==> src/rtl/pmt_pkg.sv <==
// Shared types and defaults for the PMT bin UART transmitter.
package pmt_pkg;

  typedef enum logic [1:0] {IDLE, START, DATA, STOP} tx_state_t;

  localparam int unsigned CLK_HZ = 50_000_000;
  localparam int unsigned BAUD   = 115200;

  // Clocks per UART bit, rounded to the nearest integer.
  function automatic int unsigned calc_clks_per_bit(input int unsigned clk_hz,
                                                    input int unsigned baud);
    return (clk_hz + baud / 2) / baud;
  endfunction

endpackage

==> src/rtl/bin_fifo.sv <==
// Synchronous first-word-fall-through FIFO holding captured bin counts.
module bin_fifo #(
  parameter int unsigned WIDTH = 8,
  parameter int unsigned DEPTH = 16
) (
  input  logic                   clk,
  input  logic                   reset_n,
  input  logic                   push,
  input  logic                   pop,
  input  logic [WIDTH-1:0]       din,
  output logic [WIDTH-1:0]       dout,
  output logic                   full,
  output logic                   empty,
  output logic [$clog2(DEPTH):0] level
);

  localparam int unsigned AW = $clog2(DEPTH);

  logic [AW:0]      wr_ptr_q, rd_ptr_q;
  logic [WIDTH-1:0] mem [DEPTH];
  logic             do_push, do_pop;

  // A pop frees a slot at the same edge, so a push while full is still taken.
  assign do_pop  = pop & ~empty;
  assign do_push = push & (~full | do_pop);

  assign empty = (wr_ptr_q == rd_ptr_q);
  assign full  = (wr_ptr_q[AW] != rd_ptr_q[AW]) && (wr_ptr_q[AW-1:0] == rd_ptr_q[AW-1:0]);
  assign level = wr_ptr_q - rd_ptr_q;
  assign dout  = mem[rd_ptr_q[AW-1:0]];

  // Pointer update; extra MSB distinguishes full from empty.
  always_ff @(posedge clk or negedge reset_n) begin
    if (!reset_n) begin
      wr_ptr_q <= '0;
      rd_ptr_q <= '0;
    end else begin
      if (do_push) wr_ptr_q <= wr_ptr_q + 1'b1;
      if (do_pop)  rd_ptr_q <= rd_ptr_q + 1'b1;
    end
  end

  // Storage write; contents need no reset since pointers gate visibility.
  always_ff @(posedge clk) begin
    if (do_push) mem[wr_ptr_q[AW-1:0]] <= din;
  end

endmodule

==> src/rtl/pmt_bin_uart_tx.sv <==
// Captures bin counts into a FIFO and streams them as 8N1 UART bytes.
module pmt_bin_uart_tx
  import pmt_pkg::*;
#(
  parameter int unsigned CLKS_PER_BIT = calc_clks_per_bit(CLK_HZ, BAUD),
  parameter int unsigned FIFO_DEPTH   = 16
) (
  input  logic                        clk,
  input  logic                        reset_n,
  input  logic [7:0]                  bin_count,
  input  logic                        bin_strobe,
  input  logic                        enable,
  output logic                        uart_tx,
  output logic                        busy,
  output logic [$clog2(FIFO_DEPTH):0] fifo_level,
  output logic                        overflow,
  output logic [7:0]                  drop_count
);

  localparam int unsigned   CW        = $clog2(CLKS_PER_BIT);
  localparam logic [CW-1:0] BAUD_LAST = CW'(CLKS_PER_BIT - 1);

  logic       push, pop, drop;
  logic       fifo_full, fifo_empty;
  logic [7:0] fifo_dout;

  tx_state_t     state_q, state_d;
  logic [CW-1:0] baud_q, baud_d;
  logic [2:0]    bit_idx_q, bit_idx_d;
  logic [7:0]    shift_q, shift_d;
  logic          tx_q, tx_d;
  logic          baud_term;

  assign push      = bin_strobe & enable;
  assign drop      = push & fifo_full & ~pop;
  assign baud_term = (baud_q == BAUD_LAST);
  assign uart_tx   = tx_q;
  assign busy      = (state_q != IDLE);

  bin_fifo #(
    .WIDTH (8),
    .DEPTH (FIFO_DEPTH)
  ) u_fifo (
    .clk     (clk),
    .reset_n (reset_n),
    .push    (push),
    .pop     (pop),
    .din     (bin_count),
    .dout    (fifo_dout),
    .full    (fifo_full),
    .empty   (fifo_empty),
    .level   (fifo_level)
  );

  // Drop accounting: sticky flag and saturating counter.
  always_ff @(posedge clk or negedge reset_n) begin
    if (!reset_n) begin
      overflow   <= 1'b0;
      drop_count <= '0;
    end else if (drop) begin
      overflow <= 1'b1;
      if (drop_count != 8'hFF) drop_count <= drop_count + 8'd1;
    end
  end

  // Transmitter state; the line is registered so it never glitches.
  always_ff @(posedge clk or negedge reset_n) begin
    if (!reset_n) begin
      state_q   <= IDLE;
      baud_q    <= '0;
      bit_idx_q <= '0;
      shift_q   <= '0;
      tx_q      <= 1'b1;
    end else begin
      state_q   <= state_d;
      baud_q    <= baud_d;
      bit_idx_q <= bit_idx_d;
      shift_q   <= shift_d;
      tx_q      <= tx_d;
    end
  end

  // Next-state, FIFO pop and next line level.
  always_comb begin
    state_d   = state_q;
    baud_d    = baud_q;
    bit_idx_d = bit_idx_q;
    shift_d   = shift_q;
    pop       = 1'b0;
    tx_d      = 1'b1;

    unique case (state_q)
      IDLE: begin
        if (!fifo_empty) begin
          pop       = 1'b1;
          shift_d   = fifo_dout;
          baud_d    = '0;
          bit_idx_d = '0;
          state_d   = START;
        end
      end
      START: begin
        if (baud_term) begin
          baud_d  = '0;
          state_d = DATA;
        end else begin
          baud_d = baud_q + CW'(1);
        end
      end
      DATA: begin
        if (baud_term) begin
          baud_d  = '0;
          shift_d = {1'b0, shift_q[7:1]};
          if (bit_idx_q == 3'd7) state_d = STOP;
          else bit_idx_d = bit_idx_q + 3'd1;
        end else begin
          baud_d = baud_q + CW'(1);
        end
      end
      STOP: begin
        if (baud_term) begin
          baud_d  = '0;
          state_d = IDLE;
        end else begin
          baud_d = baud_q + CW'(1);
        end
      end
      default: state_d = IDLE;
    endcase

    // Line level for the state being entered; shift_d[0] is the next data bit.
    unique case (state_d)
      START:   tx_d = 1'b0;
      DATA:    tx_d = shift_d[0];
      default: tx_d = 1'b1;
    endcase
  end

endmodule

==> config.mk <==
export PLATFORM = sky130hd
export DESIGN_NAME = pmt_bin_uart_tx
export DESIGN_NICKNAME = d
export VERILOG_FILES = /design/src/rtl/pmt_pkg.sv /design/src/rtl/bin_fifo.sv /design/src/rtl/pmt_bin_uart_tx.sv
export SDC_FILE = /design/constraint.sdc
export NUM_CORES = 1
export LEC_CHECK = 0
export BUFFER_PORTS_ARGS = -buffer_cell sky130_fd_sc_hd__buf_2
export CAP_MARGIN = 20
export CORE_MARGIN = 2
export CORE_UTILIZATION = 55
export DETAILED_ROUTE_END_ITERATION = 10
export PLACE_DENSITY = 0.72
export SLEW_MARGIN = 10
export SYNTH_ARGS = -nofsm -noshare
export SYNTH_HDL_FRONTEND = slang
export SYNTH_SLANG_ARGS = --single-unit
==> constraint.sdc <==
create_clock -name clk -period 3.4 [get_ports clk]
set_input_delay 0.68 -clock clk [delete_from_list [all_inputs] [get_ports clk]]
set_output_delay 0.68 -clock clk [all_outputs]
set_load 0.005 [all_outputs]
==> flow_summary_export.csv <==
group,metric,value,unit
power_and_ir_drop,ir_worst_vdd,0.3874,mV
clock_network,cts_setup_buffers,0,
worst_setup_path,path_cells,"buf_4, fa_1, inv_1, a21o_1, a21oi_1, xnor2_1, buf_2",
yosys,synth_cells,450,
worst_setup_path,cp_slowest_stage_delay,0.40,ns
worst_setup_path,slowest_stage,"buf_4",
placed_design,port_buffers,27,
global_routing,antenna_found_initial,0,
layout,nNetsFinal,508,
clock_network,insertion_delay,0.43,ns
layout,fill_cells,917,
layout,final_util,62.48,%
yosys,synth_area_leader_cell,"edfxtp_1",
timing,slew_violations,0,
drt,route.met3.wl,969,µm
placed_design,routabilityCongestion,0.8352,
flow_run,maxCapViolCount,0,
yosys,syn_area_per_cell,16.19,µm²
worst_setup_path,crit_type,"flop to primary output",
drt,drc_errors,0,
timing,fin_crit,2.837,ns
yosys,synth_edf_count,128,
worst_setup_path,endpoint_kind,"primary output",
timing,worstMarginPinSlew,0.9658,ns
yosys,synth.distinct_cells,54,
timing,finClkSkew,0.007668,ns
clock_network,cts_resized,0,
yosys,synth_flop_cell,"edfxtp_1",
yosys,yosysSeqAreaShare,67.20,%
clock_network,htreeDepth,4,
floorplanning,die-width,119.1,µm
placed_design,hpwlAfterDp,9582,µm
global_routing,grt_pass1_vias,4097,
timing,hold_viol,0,
floorplanning,die_h,119.1,µm
global_routing,grt_util_all_layers,22.61,%
yosys,yosysWarnings,0,
layout,n_antenna_cell,0,
drt,wl_met2,6810,µm
worst_setup_path,required,2.72,ns
worst_setup_path,critPathBufInv,3,
power_and_ir_drop,leakage,2.939,nW
drt,ant_nets,0,
timing,slew_headroom,35.62,%
clock_network,cts_tree,"done",
drt,num_vias,4049,
timing,holdWs,0.3993,ns
drt,drt-vias-per-instance,6.043,
worst_setup_path,crit_family,"buffers and inverters",
yosys,yosysMostFrequentCell,"edfxtp_1",
global_routing,grt_pass1_wl,23280,µm
clock_network,clockBufferDepth,2,
worst_setup_path,cp_max_fo,32,
layout,areaGrowthSynthToFinish,12.21,%
floorplanning,pin_count,28,
floorplanning,core_area,13090,µm²
layout,layout-drive-gt1-share,21.26,%
global_routing,grt_max_degree,43,
floorplanning,initial_utilization,55.68,%
timing,max_freq,0.3525,GHz
min_path,hp-class,"input pin to async pin",
power_and_ir_drop,p_per_area,602.4,nW/µm²
drt,post_drt_wl_per_cell,21.99,µm
timing,period_share,83.44,%
yosys,ys_ff_latch,170,
timing,finalSetupViolations,0,
drt,met1_length,6566,µm
clock_network,cts.reportedPaths.clkPinSlew,0.07,ns
yosys,synth_top_area_share,52.76,%
global_routing,grt-ovfl-total,0,
floorplanning,dieArea,14180,µm²
yosys,async_reset_ff_share,24.71,%
yosys,synth_common_cells,"edfxtp_1 (128), dfrtp_1 (41), mux4_2 (29), xnor2_1 (20), nand2_1 (18)",
drt,drt_first_pass_iters,5,
yosys,synth.area.top_cells,"edfxtp_1 (53%), dfrtp_1 (14%), mux4_2 (9.0%)",
clock_network,numCtsBuffers,17,
timing,fin_setup_tns,0,ns
worst_setup_path,crit_path_start_kind,"flop",
timing,rsz0062_at_grt,"false",
yosys,netlist_area,7286,µm²
floorplanning,num_rows,42,
run_status,status,"finished clean",
clock_network,clock-root-buffer,"clkbuf_16",
yosys,synth_fp_nets,477,
clock_network,hold_buffers,0,
drt,maxUsedRoutingLayer,"met4",
drt,drtIter0Drc,512,
worst_setup_path,worstPathArrival,2.16,ns
drt,routed_wl,14730,µm
clock_network,cts.sinks,170,
==> registers in the layout, summed over array words and instances, names as in the netlist <==
name,count
baud_q,9
bit_idx_q,3
drop_count,8
overflow,1
shift_q,8
state_q,2
u_fifo.mem,128
u_fifo.rd_ptr_q,5
u_fifo.wr_ptr_q,5
uart_tx,1
==> per-stage QoR <==
stage	area [µm²]	instances	total power, mW	setup slack (ns)
after floorplan	7286	450	2.783	0.2484
final	8175	670	4.925	0.5631
after detailed placement	7587	638	3.039	0.8000
after global placement	7587	638	3.017	0.8444
after CTS	8175	670	4.947	0.5327
after global routing	8175	670	5.100	0.4182
==> kinds of logic (layout without fill, tap and decap cells) <==
family / after synthesis / count (layout) / synth area share, %
flip-flops: 170 / 170 / 67.20
AND/OR/NAND/NOR: 101 / 101 / 8.260
AO/OA/AOI/OAI: 60 / 60 / 5.822
multiplexers: 44 / 44 / 11.04
buffers and inverters: 38 / 82 / 2.250
XOR/XNOR: 22 / 22 / 2.748
adder cells (fa/ha/maj): 15 / 15 / 2.679
==> report_power, final <==
part / internal [mW] / total [mW] / switching [mW]
registers: 2.35 / 2.43 / 0.0742
logic: 0.229 / 0.573 / 0.343
clock network: 1.10 / 1.92 / 0.825
total: 3.68 / 4.93 / 1.24
==> metal layers <==
| metal | global-route usage, % | vias to the layer above |
|---|---|---|
| met5 | 0 | - |
| met4 | 10.34 | 0 |
| met3 | 5.603 | 31 |
| met2 | 32.90 | 156 |
| met1 | 32.57 | 2035 |
| li1 | - | 1827 |
==> cell usage in the layout (no fill, tap or decap), drive strengths merged, types with 2 or more instances in the layout <==
cell type / n
inv: 24
dfrtp: 41
ha: 14
nor3b: 2
clkinv: 2
edfxtp: 128
nand2b: 2
a221o: 6
and3: 7
and2: 17
nand4: 11
a31oi: 3
o21ai: 13
nor2b: 4
a21o: 2
a21oi: 10
o21a: 2
xnor2: 20
nor3: 7
nor2: 4
a41oi: 2
xor2: 2
o2bb2ai: 2
clkbuf: 18
nor4: 3
mux2i: 14
nand3: 16
and4: 2
o221ai: 5
a22oi: 3
and3b: 2
clkinvlp: 3
a211oi: 7
nand2: 18
buf: 33
bufinv: 2
mux4: 29
==> layout make-up <==
type                            count  area (µm²)  share of cell area [%]
Sequential cell                   170        4897                   59.90
Clock inverter                     14       158.9                   1.944
Inverter                           17       63.81                  0.7805
Timing Repair Buffer               33       180.2                   2.204
Clock buffer                       18       429.2                   5.249
Tap cell                          176       220.2                   2.694
Multi-Input combinational cell    242        2226                   27.23
==> path summary, 6_finish.rpt <==
| kind | startpoint | endpoint | slack, ns | depth (start not counted) |
|---|---|---|---|---|
| worst min-delay path | reset_n | baud_q[1] | 0.40 | 1 |
| worst max-delay path | u_fifo.rd_ptr_q[1] | fifo_level[4] | 0.56 | 7 |
| max in group asynchronous | reset_n | u_fifo.rd_ptr_q[0] | 2.34 | 1 |
| worst min register to register | overflow | overflow | 0.47 | 1 |
| min in group clk | overflow | overflow | 0.47 | 1 |
| worst max register to register | u_fifo.rd_ptr_q[2] | u_fifo.mem[3][2] | 0.74 | 6 |
Power figures use the tool's default switching activity.
